File: config.mk
export PLATFORM = sky130hd
export DESIGN_NAME = sar_seq
export DESIGN_NICKNAME = d
export VERILOG_FILES = /design/src/rtl/sar_seq_pkg.sv /design/src/rtl/sar_seq_sync.sv /design/src/rtl/sar_seq.sv
export SDC_FILE = /design/constraint.sdc
export NUM_CORES = 1
export LEC_CHECK = 0
export ABC_CLOCK_PERIOD_IN_PS = 2400
export CAP_MARGIN = 30
export CORE_MARGIN = 3
export CORE_UTILIZATION = 25
export DETAILED_ROUTE_END_ITERATION = 12
export PLACE_DENSITY = 0.4
export SLEW_MARGIN = 30
export SYNTH_ARGS = -nofsm -noshare
export SYNTH_HDL_FRONTEND = slang
export SYNTH_SLANG_ARGS = --single-unit
File: constraint.sdc
create_clock -name CLK -period 2.4 [get_ports CLK]
set_clock_uncertainty 0.05 [all_clocks]
set_input_delay 0.36 -clock CLK [delete_from_list [all_inputs] [get_ports CLK]]
set_output_delay 0.36 -clock CLK [all_outputs]
set_load 0.01 [all_outputs]
File: src/rtl/sar_seq_pkg.sv
// Shared definitions for the SAR conversion sequencer.
// Holds the FSM state encoding, the default resolution and a helper that
// sizes the saturating wait-timer from its terminal count.
package sar_seq_pkg;

  typedef enum logic [2:0] {
    ST_IDLE,
    ST_SAMPLE,
    ST_CONV,
    ST_LATCH,
    ST_RELEASE,
    ST_DONE
  } state_t;

  localparam int NBIT_DEFAULT = 10;

  // Bits needed to hold 0..max_count inclusive (timer saturates at max_count).
  function automatic int timer_width(input int max_count);
    return $clog2(max_count + 1);
  endfunction

endpackage

File: src/rtl/sar_seq_sync.sv
// Reset-to-0 multi-flop synchronizer for one asynchronous comparator output.
// Ports:
//   clk  - destination clock
//   rst  - asynchronous active-high reset, clears every stage
//   d    - asynchronous input
//   q    - synchronized output, STAGES clock edges behind d
module sar_seq_sync #(
  parameter int STAGES = 2
) (
  input  logic clk,
  input  logic rst,
  input  logic d,
  output logic q
);

  logic [STAGES-1:0] chain;

  always_ff @(posedge clk or posedge rst) begin
    if (rst) chain <= '0;
    else     chain <= {chain[STAGES-2:0], d};
  end

  assign q = chain[STAGES-1];

endmodule

File: src/rtl/sar_seq.sv
// SAR conversion sequencer for the capacitive-DAC switch controller.
// Drives sampling (CKSB), the comparator clock (CKC) and one-hot bit-latch
// strobes (CF), collects comparator decisions MSB first and publishes the
// finished code on DOUT with a one-cycle DVALID pulse.
// Ports:
//   CLK, RST     - clock, asynchronous active-high reset
//   START        - conversion request, honoured only in IDLE
//   CMP_P, CMP_N - asynchronous comparator outputs (P high = DAC below input)
//   CKSB         - low = sample/track, high = convert/hold
//   CKC          - comparator clock, high = evaluate
//   CF           - one-hot bit-latch strobes
//   DOUT         - last completed code
//   DVALID       - one-cycle pulse when DOUT updates
//   BUSY         - high from SAMPLE through DONE
//   TIMEOUT_ERR  - sticky comparator timeout flag for the current/last conversion
module sar_seq
  import sar_seq_pkg::*;
#(
  parameter int NBIT        = NBIT_DEFAULT,
  parameter int SAMPLE_CYC  = 4,
  parameter int SYNC_STAGES = 2,
  parameter int CMP_TIMEOUT = 16
) (
  input  logic            CLK,
  input  logic            RST,
  input  logic            START,
  input  logic            CMP_P,
  input  logic            CMP_N,
  output logic            CKSB,
  output logic            CKC,
  output logic [NBIT-1:0] CF,
  output logic [NBIT-1:0] DOUT,
  output logic            DVALID,
  output logic            BUSY,
  output logic            TIMEOUT_ERR
);

  localparam int TW = timer_width(CMP_TIMEOUT);
  localparam int SW = $clog2(SAMPLE_CYC + 1);
  localparam int IW = (NBIT > 1) ? $clog2(NBIT) : 1;

  logic cp, cn;

  sar_seq_sync #(.STAGES(SYNC_STAGES)) u_sync_p (
    .clk(CLK), .rst(RST), .d(CMP_P), .q(cp)
  );

  sar_seq_sync #(.STAGES(SYNC_STAGES)) u_sync_n (
    .clk(CLK), .rst(RST), .d(CMP_N), .q(cn)
  );

  state_t          state, state_n;
  logic [IW-1:0]   bit_idx, bit_n;
  logic [SW-1:0]   sample_cnt, sample_n;
  logic [TW-1:0]   wait_cnt, wait_n;
  logic [NBIT-1:0] shadow, shadow_n;
  logic [NBIT-1:0] dout_n, cf_n;
  logic            terr_n, cksb_n, ckc_n, busy_n, dvalid_n;

  // Exactly one of cp/cn high is a decision; both high is an invalid
  // comparator state and is treated the same as no answer yet.
  logic ready, quiet, wait_last, sample_last;
  assign ready       = cp ^ cn;
  assign quiet       = ~cp & ~cn;
  assign wait_last   = (wait_cnt == TW'(CMP_TIMEOUT - 1));
  assign sample_last = (sample_cnt == SW'(SAMPLE_CYC - 1));

  // NOTE: every outputs is decoded from the *next* state and registered, so
  // CF/CKC change only on clock edges and can never glitch; every variable
  // gets a default at the top of always_comb so no latch is inferred.
  always_comb begin
    state_n  = state;
    bit_n    = bit_idx;
    sample_n = sample_cnt;
    wait_n   = (wait_cnt == TW'(CMP_TIMEOUT)) ? wait_cnt : wait_cnt + TW'(1);
    shadow_n = shadow;
    dout_n   = DOUT;
    terr_n   = TIMEOUT_ERR;

    unique case (state)
      ST_IDLE: begin
        if (START) begin
          state_n  = ST_SAMPLE;
          sample_n = '0;
          bit_n    = IW'(NBIT - 1);
          shadow_n = '0;
          terr_n   = 1'b0;
        end
      end
      ST_SAMPLE: begin
        sample_n = sample_cnt + SW'(1);
        if (sample_last) begin
          state_n = ST_CONV;
          wait_n  = '0;
        end
      end
      ST_CONV: begin
        if (ready) begin
          shadow_n[bit_idx] = cp;
          state_n           = ST_LATCH;
        end else if (wait_last) begin
          shadow_n[bit_idx] = 1'b0;
          terr_n            = 1'b1;
          state_n           = ST_LATCH;
        end
      end
      ST_LATCH: begin
        state_n = ST_RELEASE;
        wait_n  = '0;
      end
      ST_RELEASE: begin
        if (quiet || wait_last) begin
          if (!quiet) terr_n = 1'b1;
          if (bit_idx != '0) begin
            bit_n   = bit_idx - IW'(1);
            state_n = ST_CONV;
            wait_n  = '0;
          end else begin
            state_n = ST_DONE;
            dout_n  = shadow;
          end
        end
      end
      ST_DONE:  state_n = ST_IDLE;
      default:  state_n = ST_IDLE;
    endcase

    cksb_n   = !(state_n == ST_IDLE || state_n == ST_SAMPLE);
    ckc_n    = (state_n == ST_CONV) || (state_n == ST_LATCH);
    cf_n     = (state_n == ST_LATCH) ? (NBIT'(1) << bit_n) : '0;
    busy_n   = (state_n != ST_IDLE);
    dvalid_n = (state_n == ST_DONE);
  end

  // NOTE: state registers use non-blocking assignments so every flop samples
  // the pre-edge values regardless of evaluation order.
  always_ff @(posedge CLK or posedge RST) begin
    if (RST) begin
      state       <= ST_IDLE;
      bit_idx     <= '0;
      sample_cnt  <= '0;
      wait_cnt    <= '0;
      shadow      <= '0;
      CKSB        <= 1'b0;
      CKC         <= 1'b0;
      CF          <= '0;
      DOUT        <= '0;
      DVALID      <= 1'b0;
      BUSY        <= 1'b0;
      TIMEOUT_ERR <= 1'b0;
    end else begin
      state       <= state_n;
      bit_idx     <= bit_n;
      sample_cnt  <= sample_n;
      wait_cnt    <= wait_n;
      shadow      <= shadow_n;
      CKSB        <= cksb_n;
      CKC         <= ckc_n;
      CF          <= cf_n;
      DOUT        <= dout_n;
      DVALID      <= dvalid_n;
      BUSY        <= busy_n;
      TIMEOUT_ERR <= terr_n;
    end
  end

endmodule

==> impl_metrics.prom <==
# TYPE chip_impl_metric gauge
chip_impl_info{name="outcome",value="finished, final reports clean"} 1
chip_impl_info{name="worst_setup_path_startpoint",value="wait_cnt[0]"} 1
chip_impl_metric{name="tightest_slew",unit="ps"} 466
chip_impl_metric{name="place_congestion",unit=""} 0.776
chip_impl_metric{name="first_global_vias",unit=""} 1810
chip_impl_metric{name="core_area",unit="mm²"} 0.00986
chip_impl_metric{name="post_synthesis_share_of_cell_area_spent_on_xor_and_xnor_gates",unit="%"} 1.03
chip_impl_metric{name="cts-buffers-inserted",unit=""} 5
chip_impl_metric{name="critPathMaxFanout",unit=""} 5
chip_impl_metric{name="mappedNetlistArea",unit="mm²"} 0.00255
chip_impl_metric{name="postSynthRegisterBits",unit=""} 54
chip_impl_metric{name="clk_pin_slew_worst_paths",unit="ps"} 90
chip_impl_metric{name="vias_per_cell",unit=""} 4.33
chip_impl_metric{name="drt-total-wl",unit="µm"} 5280
chip_impl_metric{name="totalPowerFinal",unit="mW"} 2.60
chip_impl_metric{name="die_height",unit="µm"} 107
chip_impl_metric{name="synth_cell_types",unit=""} 48
chip_impl_metric{name="design_area",unit="mm²"} 0.00320
chip_impl_metric{name="start_util",unit="%"} 25.9
chip_impl_metric{name="grt_overflow_total",unit=""} 0
chip_impl_metric{name="ctsHtreeMaxLevel",unit=""} 2
chip_impl_metric{name="postLayoutCoreUtil",unit="%"} 32.4
chip_impl_metric{name="power.static_leakage",unit="nW"} 1.46
chip_impl_info{name="critPathKind",value="reg2reg"} 1
chip_impl_metric{name="syn_to_final_growth",unit="%"} 25.3
chip_impl_info{name="synth.top_cells.by_count",value="sky130_fd_sc_hd__dfrtp_1, sky130_fd_sc_hd__nand2_1, sky130_fd_sc_hd__nor2_1"} 1
chip_impl_info{name="rsz0062_at_grt",value="no"} 1
chip_impl_metric{name="yosysWarningCount",unit=""} 0
chip_impl_metric{name="clock_insertion_delay_worst_skew",unit="ps"} 300
chip_impl_metric{name="hold_viol",unit=""} 0
chip_impl_metric{name="area_share_of_fa_ha_maj_cells_after_synthesis",unit="%"} 4.90
chip_impl_metric{name="synth_largest_type_area_fraction",unit="%"} 52.9
chip_impl_metric{name="r2r_setup_slack",unit="ps"} 90
chip_impl_metric{name="grt_first_pass_wirelength",unit="µm"} 9030
chip_impl_info{name="setup.worst_path.end",value="CF[4]"} 1
chip_impl_metric{name="syn_avg_cell_area",unit="µm²"} 11.3
chip_impl_metric{name="placement.cell_area",unit="mm²"} 0.00307
chip_impl_metric{name="row_count",unit=""} 36
chip_impl_metric{name="finalSetupTns",unit="ps"} 0
chip_impl_info{name="synth_most_common_cell",value="sky130_fd_sc_hd__dfrtp_1"} 1
chip_impl_metric{name="worstPathRequired",unit="ps"} 2570
chip_impl_metric{name="final_layout_size_suffix_gt1_share",unit="%"} 17.8
chip_impl_metric{name="slew_viols_final",unit=""} 0
chip_impl_metric{name="seqCellArea",unit="mm²"} 0.00135
chip_impl_metric{name="synth_edf_count",unit=""} 0
chip_impl_info{name="critPathLaunchType",value="register"} 1
chip_impl_metric{name="antenna_violating_nets_post_route",unit=""} 0
chip_impl_metric{name="vdd_ir_drop_max",unit="V"} 0.000281
chip_impl_metric{name="synth.mux.area_fraction",unit="%"} 5.20
chip_impl_info{name="combinational_family_with_the_most_area_after_synthesis",value="simple AND/OR/NAND/NOR gates"} 1
chip_impl_metric{name="power_density",unit="mW/mm²"} 813
chip_impl_metric{name="max_slew_headroom",unit="%"} 69.0
chip_impl_metric{name="io_buffers",unit=""} 29
chip_impl_metric{name="fin_crit_share",unit="%"} 96.5
chip_impl_metric{name="clock_tree.buffer_depth",unit=""} 2
chip_impl_metric{name="die-area",unit="mm²"} 0.0115
chip_impl_metric{name="nNetsFinal",unit=""} 284
chip_impl_metric{name="postSynthNetCount",unit=""} 240
chip_impl_metric{name="io-pin-count",unit=""} 30
chip_impl_metric{name="r2r.worst_path.cells",unit=""} 8
chip_impl_metric{name="num_vias",unit=""} 1740
chip_impl_metric{name="n_fill_cell",unit=""} 1015
chip_impl_metric{name="top_achievable_clock_speed",unit="MHz"} 432
chip_impl_metric{name="synth_compound_gate_area_share",unit="%"} 13.4
chip_impl_info{name="synth_flop_cell",value="sky130_fd_sc_hd__dfrtp_1"} 1
chip_impl_metric{name="cts.sinks",unit=""} 54
chip_impl_metric{name="worstPathArrival",unit="ps"} 2490
chip_impl_info{name="synth.largest_area_cell",value="sky130_fd_sc_hd__dfrtp_1"} 1
chip_impl_metric{name="dr.first_iter.drc_count",unit=""} 61
chip_impl_metric{name="post-dp-hpwl",unit="µm"} 3820
chip_impl_metric{name="n_antenna_cell",unit=""} 0
chip_impl_metric{name="drt_pre_antenna_iters",unit=""} 4
chip_impl_metric{name="setup_violations",unit=""} 0
chip_impl_metric{name="max_cap_violations",unit=""} 0
chip_impl_metric{name="fin_crit",unit="ps"} 2310
chip_impl_info{name="cts.root.buffer_cell",value="sky130_fd_sc_hd__clkbuf_8"} 1
chip_impl_info{name="synth_area_leaders",value="sky130_fd_sc_hd__dfrtp_1, sky130_fd_sc_hd__ha_1, sky130_fd_sc_hd__a22o_1"} 1
chip_impl_metric{name="ys_async_sr_fraction",unit="%"} 100
chip_impl_metric{name="die_w",unit="µm"} 107
chip_impl_metric{name="drc",unit=""} 0
chip_impl_info{name="timing.rr.end",value="CF[4]"} 1
chip_impl_metric{name="yosys.area_share.simple",unit="%"} 17.2
chip_impl_metric{name="synth_seq_area_share",unit="%"} 52.9
chip_impl_metric{name="antenna_found_initial",unit=""} 0
chip_impl_metric{name="grt.total_usage",unit="%"} 9.95
chip_impl_info{name="end_kind",value="register"} 1
chip_impl_metric{name="grt_start_max_net_pins",unit=""} 55
chip_impl_info{name="critical_path.reg2reg.startpoint",value="wait_cnt[0]"} 1
chip_impl_metric{name="wl_per_cell",unit="µm"} 13.1
chip_impl_metric{name="multiInputGateArea",unit="mm²"} 0.00111
chip_impl_info{name="hold_path_class",value="reg2reg"} 1
chip_impl_metric{name="holdWs",unit="ps"} 306
chip_impl_info{name="tritoncts",value="yes"} 1
chip_impl_metric{name="syn-instance-count",unit=""} 225
[registers in the layout, summed over array words and instances, names as in the netlist]
signal          cells
DOUT               10
CKC                 1
u_sync_p.chain      2
DVALID              1
state               3
CF                 10
sample_cnt          3
BUSY                1
u_sync_n.chain      2
CKSB                1
shadow             10
TIMEOUT_ERR         1
bit_idx             4
wait_cnt            5
[through the flow]
step | instances | setup WS, ps
3_3_place_gp | 393 | -7.78
6_report | 402 | 85.0
4_1_cts | 400 | 0.413
3_5_place_dp | 393 | -83.9
2_1_floorplan | 225 | 94.6
5_1_grt | 402 | 8.04
[area by class of cell]
cell class,instances,share of cell area [%]
Inverter,10,1.17
Timing Repair Buffer,50,14.4
Clock buffer,7,2.39
Sequential cell,54,42.3
Tap cell,133,5.20
Multi-Input combinational cell,148,34.6
[how the worst min path moves through the flow]
stage                       from                 to  slack (ps)  depth (start not counted)
6_report       u_sync_p.chain[0]  u_sync_p.chain[1]         310                          0
5_1_grt        u_sync_p.chain[0]  u_sync_p.chain[1]         330                          0
3_5_place_dp   u_sync_p.chain[0]  u_sync_p.chain[1]         290                          0
3_3_place_gp   u_sync_p.chain[0]  u_sync_p.chain[1]         290                          0
4_1_cts        u_sync_p.chain[0]  u_sync_p.chain[1]         310                          0
2_1_floorplan  u_sync_n.chain[0]  u_sync_n.chain[1]         280                          0
[layer usage]
layer	up-vias	routed length, µm	track usage (%)
li1	877	-	-
met1	829	2610	13.3
met2	27	2400	15.7
met3	7	192	2.29
met4	0	78	3.56
met5	-	0	0
[critical path, cell delays in order, from the launching register on]
cell and delay (ps):
sky130_fd_sc_hd__dfrtp_1 390, sky130_fd_sc_hd__ha_2 190, sky130_fd_sc_hd__and3_1 180, sky130_fd_sc_hd__ha_2 180
sky130_fd_sc_hd__or2_4 230, sky130_fd_sc_hd__buf_4 150, sky130_fd_sc_hd__a311o_1 300, sky130_fd_sc_hd__a211o_1 380
sky130_fd_sc_hd__nor3_1 180
[logic make-up after synthesis]
kind of cell / count (synthesis)
buffers and inverters: 23
and+or+nand+nor: 77
xor gates and xnor gates: 3
muxes: 12
adders and majority gates: 10
DFF: 54
AOI/OAI and AO/OA: 46
[cell usage in the layout, fill, tap and decap left out, types with 4 or more instances in the layout]
cell                               n
sky130_fd_sc_hd__a21o_1           10
sky130_fd_sc_hd__a22o_1           10
sky130_fd_sc_hd__buf_4            20
sky130_fd_sc_hd__clkbuf_8          5
sky130_fd_sc_hd__clkdlybuf4s50_1  29
sky130_fd_sc_hd__dfrtp_1          54
sky130_fd_sc_hd__ha_1              8
sky130_fd_sc_hd__inv_1             9
sky130_fd_sc_hd__mux2_1            5
sky130_fd_sc_hd__mux2_2            5
sky130_fd_sc_hd__nand2_1          19
sky130_fd_sc_hd__nand2b_1          4
sky130_fd_sc_hd__nor2_1           15
sky130_fd_sc_hd__nor3_1            6
sky130_fd_sc_hd__nor3_2            5
sky130_fd_sc_hd__o21ai_0           8
[power by group]
part / leakage (nW) / internal [mW] / switching, mW / total, mW
combinational: 0.703 / 0.465 / 0.477 / 0.942
clock: 0.0383 / 0.202 / 0.275 / 0.477
sequential: 0.715 / 1.05 / 0.132 / 1.18
total: 1.46 / 1.71 / 0.884 / 2.60
[repair_timing]
action	CTS	global route
resized for setup	2	8
pin swaps	2	5
setup buffers	0	2
endpoints found under the setup margin	14	10
hold buffers	0	0
(Power assumes the default switching activity.)
==> RTL edit: new RTL, same flow settings <==
The parameter `SAMPLE_CYC` goes from 4 to 8.
--- a/src/rtl/sar_seq.sv
+++ b/src/rtl/sar_seq.sv
@@ -17,7 +17,7 @@
   import sar_seq_pkg::*;
 #(
   parameter int NBIT        = NBIT_DEFAULT,
-  parameter int SAMPLE_CYC  = 4,
+  parameter int SAMPLE_CYC  = 8,
   parameter int SYNC_STAGES = 2,
   parameter int CMP_TIMEOUT = 16
 ) (
Function: changed (a bounded check fails within 10 cycles, from zero or initial values and one cycle with RST high).
==> RTL edit against the unedited design <==
- synthesized area down 0.15%
- cell area about the same
- routed wire length up 1.5%
- largest power group unchanged
- worst setup slack better by 0.069 ns
- sequential cell count up 1
- global-route usage up 0.25 points
- total power down 5.9%
==> RTL edit: results (changes against the unedited design) <==
- Status: finished, final reports clean
- Dpl ws: 0.09177 ns (+0.1757 ns)
- Number of port buffers: 29 (unchanged)
- CP max FO: 5 (unchanged)
- DRT met1 WL: 2796 µm (+7.2%)
- Slew @ Worst Pin: 0.5665 ns (+0.1008 ns)
- DRT Wirelength: 5361 µm (+1.5%)
- Post-DP Area: 3090 µm² (+0.82%)
- Mapped Nets: 252 (+5.0%)
- Met3 routed WL: 188 µm (-2.1%)
- MaxCap Viol Count: 0 (unchanged)
- Share of layout cells above drive strength 1: 16.13% (-1.7 points)
- Leak pwr: 1.437 nW (-1.3%)
- Maximum clock path buffer count: 2 (unchanged)
- FFs w/ async S/R, synth: 100.0% (unchanged)
- CP Data Arrival Time: 2.37 ns (-0.12 ns)
- Root buf cell: clkbuf_8
- Commonest cells in the synthesized netlist: dfrtp_1 (55), nor2_1 (22), nand2_1 (21), o21ai_0 (17), inv_1 (15)
- Number of buffers created by CTS: 5 (unchanged)
- Sequential cell area fraction in the yosys report: 54.00% (+1.1 points)
- Routability Congestion: 0.7798 (+0.46%)
- Nets: 293 (+3.2%)
- Top post-synthesis cells by area: dfrtp_1 (54%), mux2_2 (4.9%), ha_1 (4.4%), o21ai_0 (3.3%), nor2_1 (3.2%)
- Pin count of the biggest net entering global routing: 56 (+1.8%)
- Warnings, synthesis: 0 (unchanged)
- Antenna violations before repair: 0 (unchanged)
- Largest regs: CF (10), DOUT (10), shadow (10)
- Ant diodes: 0 (unchanged)
- Initial DRC Count: 54 (-11%)
- Gr usage total: 10.19% (+0.25 points)
- Post-detail-place hpwl: 3851 µm (+0.85%)
- DR vias: 1782 (+2.4%)
- Max Used Layer: met4
- Global-route wire length before repair: 9177 µm (+1.7%)
- Main synth FF type: dfrtp_1
- Post-synthesis cell type count: 47 (-2.1%)
- Peak VDD IR: 0.3618 mV (+29%)
- First-pass DRT Iterations: 4 (unchanged)
- Met2 routed WL: 2294 µm (-4.6%)
-- RTL edit: cell types whose count changed after synthesis, moves of 7 or more --
cell     unedited run  this run
nor2_1             15        22
a21o_1             10         3
nor3_1             10         3
o21ai_0             8        17
-- RTL edit: per-layer routing --
layer | global-route usage [%] | vias to the layer above
li1 | - | 910
met1 | 15.19 | 837
met2 | 14.57 | 28
met3 | 2.107 | 7
met4 | 3.562 | 0
met5 | 0 | -
-- RTL edit: power breakdown --
group	internal, mW	leakage, nW	switching (mW)
combinational	0.310	0.655	0.408
sequential	1.05	0.731	0.0847
clock	0.306	0.0513	0.289
-- RTL edit: logic make-up (layout without fill, tap and decap cells) --
logic type | count (synthesis) | in the layout | synth area share (%)
AO/OA/AOI/OAI | 54 | 54 | 14.28
XOR/XNOR | 4 | 4 | 1.375
adder cells (fa/ha/maj) | 9 | 9 | 4.418
buffers and inverters | 26 | 67 | 4.074
flip-flops | 55 | 55 | 54.00
multiplexers | 14 | 14 | 6.038
AND/OR/NAND/NOR | 76 | 76 | 15.81
-- RTL edit: critical path, cell delays in order, from the launching register on --
cell and delay (ns):
dfrtp_1 0.39, ha_1 0.19, and3_1 0.17, ha_1 0.19
nor2_2 0.09, or3_1 0.46, buf_4 0.21, a21oi_2 0.27
nor3_1 0.10
-- RTL edit: path summary, 6_finish.rpt --
kind / start / to / slack, ns / depth (start not counted)
setup / recovery: wait_cnt[1]$_DFF_PP0_ / wait_cnt[2]$_DFF_PP0_ / 0.15 / 8
min in group asynchronous: RST / DOUT[9]$_DFFE_PP0P_ / 0.36 / 3
hold reg to reg: u_sync_n.chain[0]$_DFF_PP0_ / u_sync_n.chain[1]$_DFF_PP0_ / 0.31 / 0
setup reg to reg: wait_cnt[1]$_DFF_PP0_ / wait_cnt[2]$_DFF_PP0_ / 0.15 / 8
hold / removal: u_sync_n.chain[0]$_DFF_PP0_ / u_sync_n.chain[1]$_DFF_PP0_ / 0.31 / 0
max in group asynchronous: RST / DOUT[2]$_DFFE_PP0P_ / 1.70 / 3
-- RTL edit: through the flow --
stage                     hold slack (ns)  cells  util (%)  power, mW
after floorplan                    0.2812    238         -      1.640
after global placement             0.2983    405     31.33      1.877
after detailed placement           0.2965    405     31.33      1.882
after CTS                          0.3193    412     32.37      2.486
after global routing               0.3262    412     32.39      2.630
final                              0.3144    412     32.39      2.445
-- RTL edit: final cells by class --
class	instances	area (µm²)
well taps	133	166.4
inverters	15	56.30
repair buffers	45	422.9
flip-flops and latches	55	1376
clock buffers	6	72.57
multi-input cells	157	1071
fillers	1009	6669
clock inverters	1	30.03
-- RTL edit: timing repair --
item / in CTS / in global routing
setup endpoints to repair: 0 / 4
resized for setup: 0 / 1
setup buffers: 0 / 0
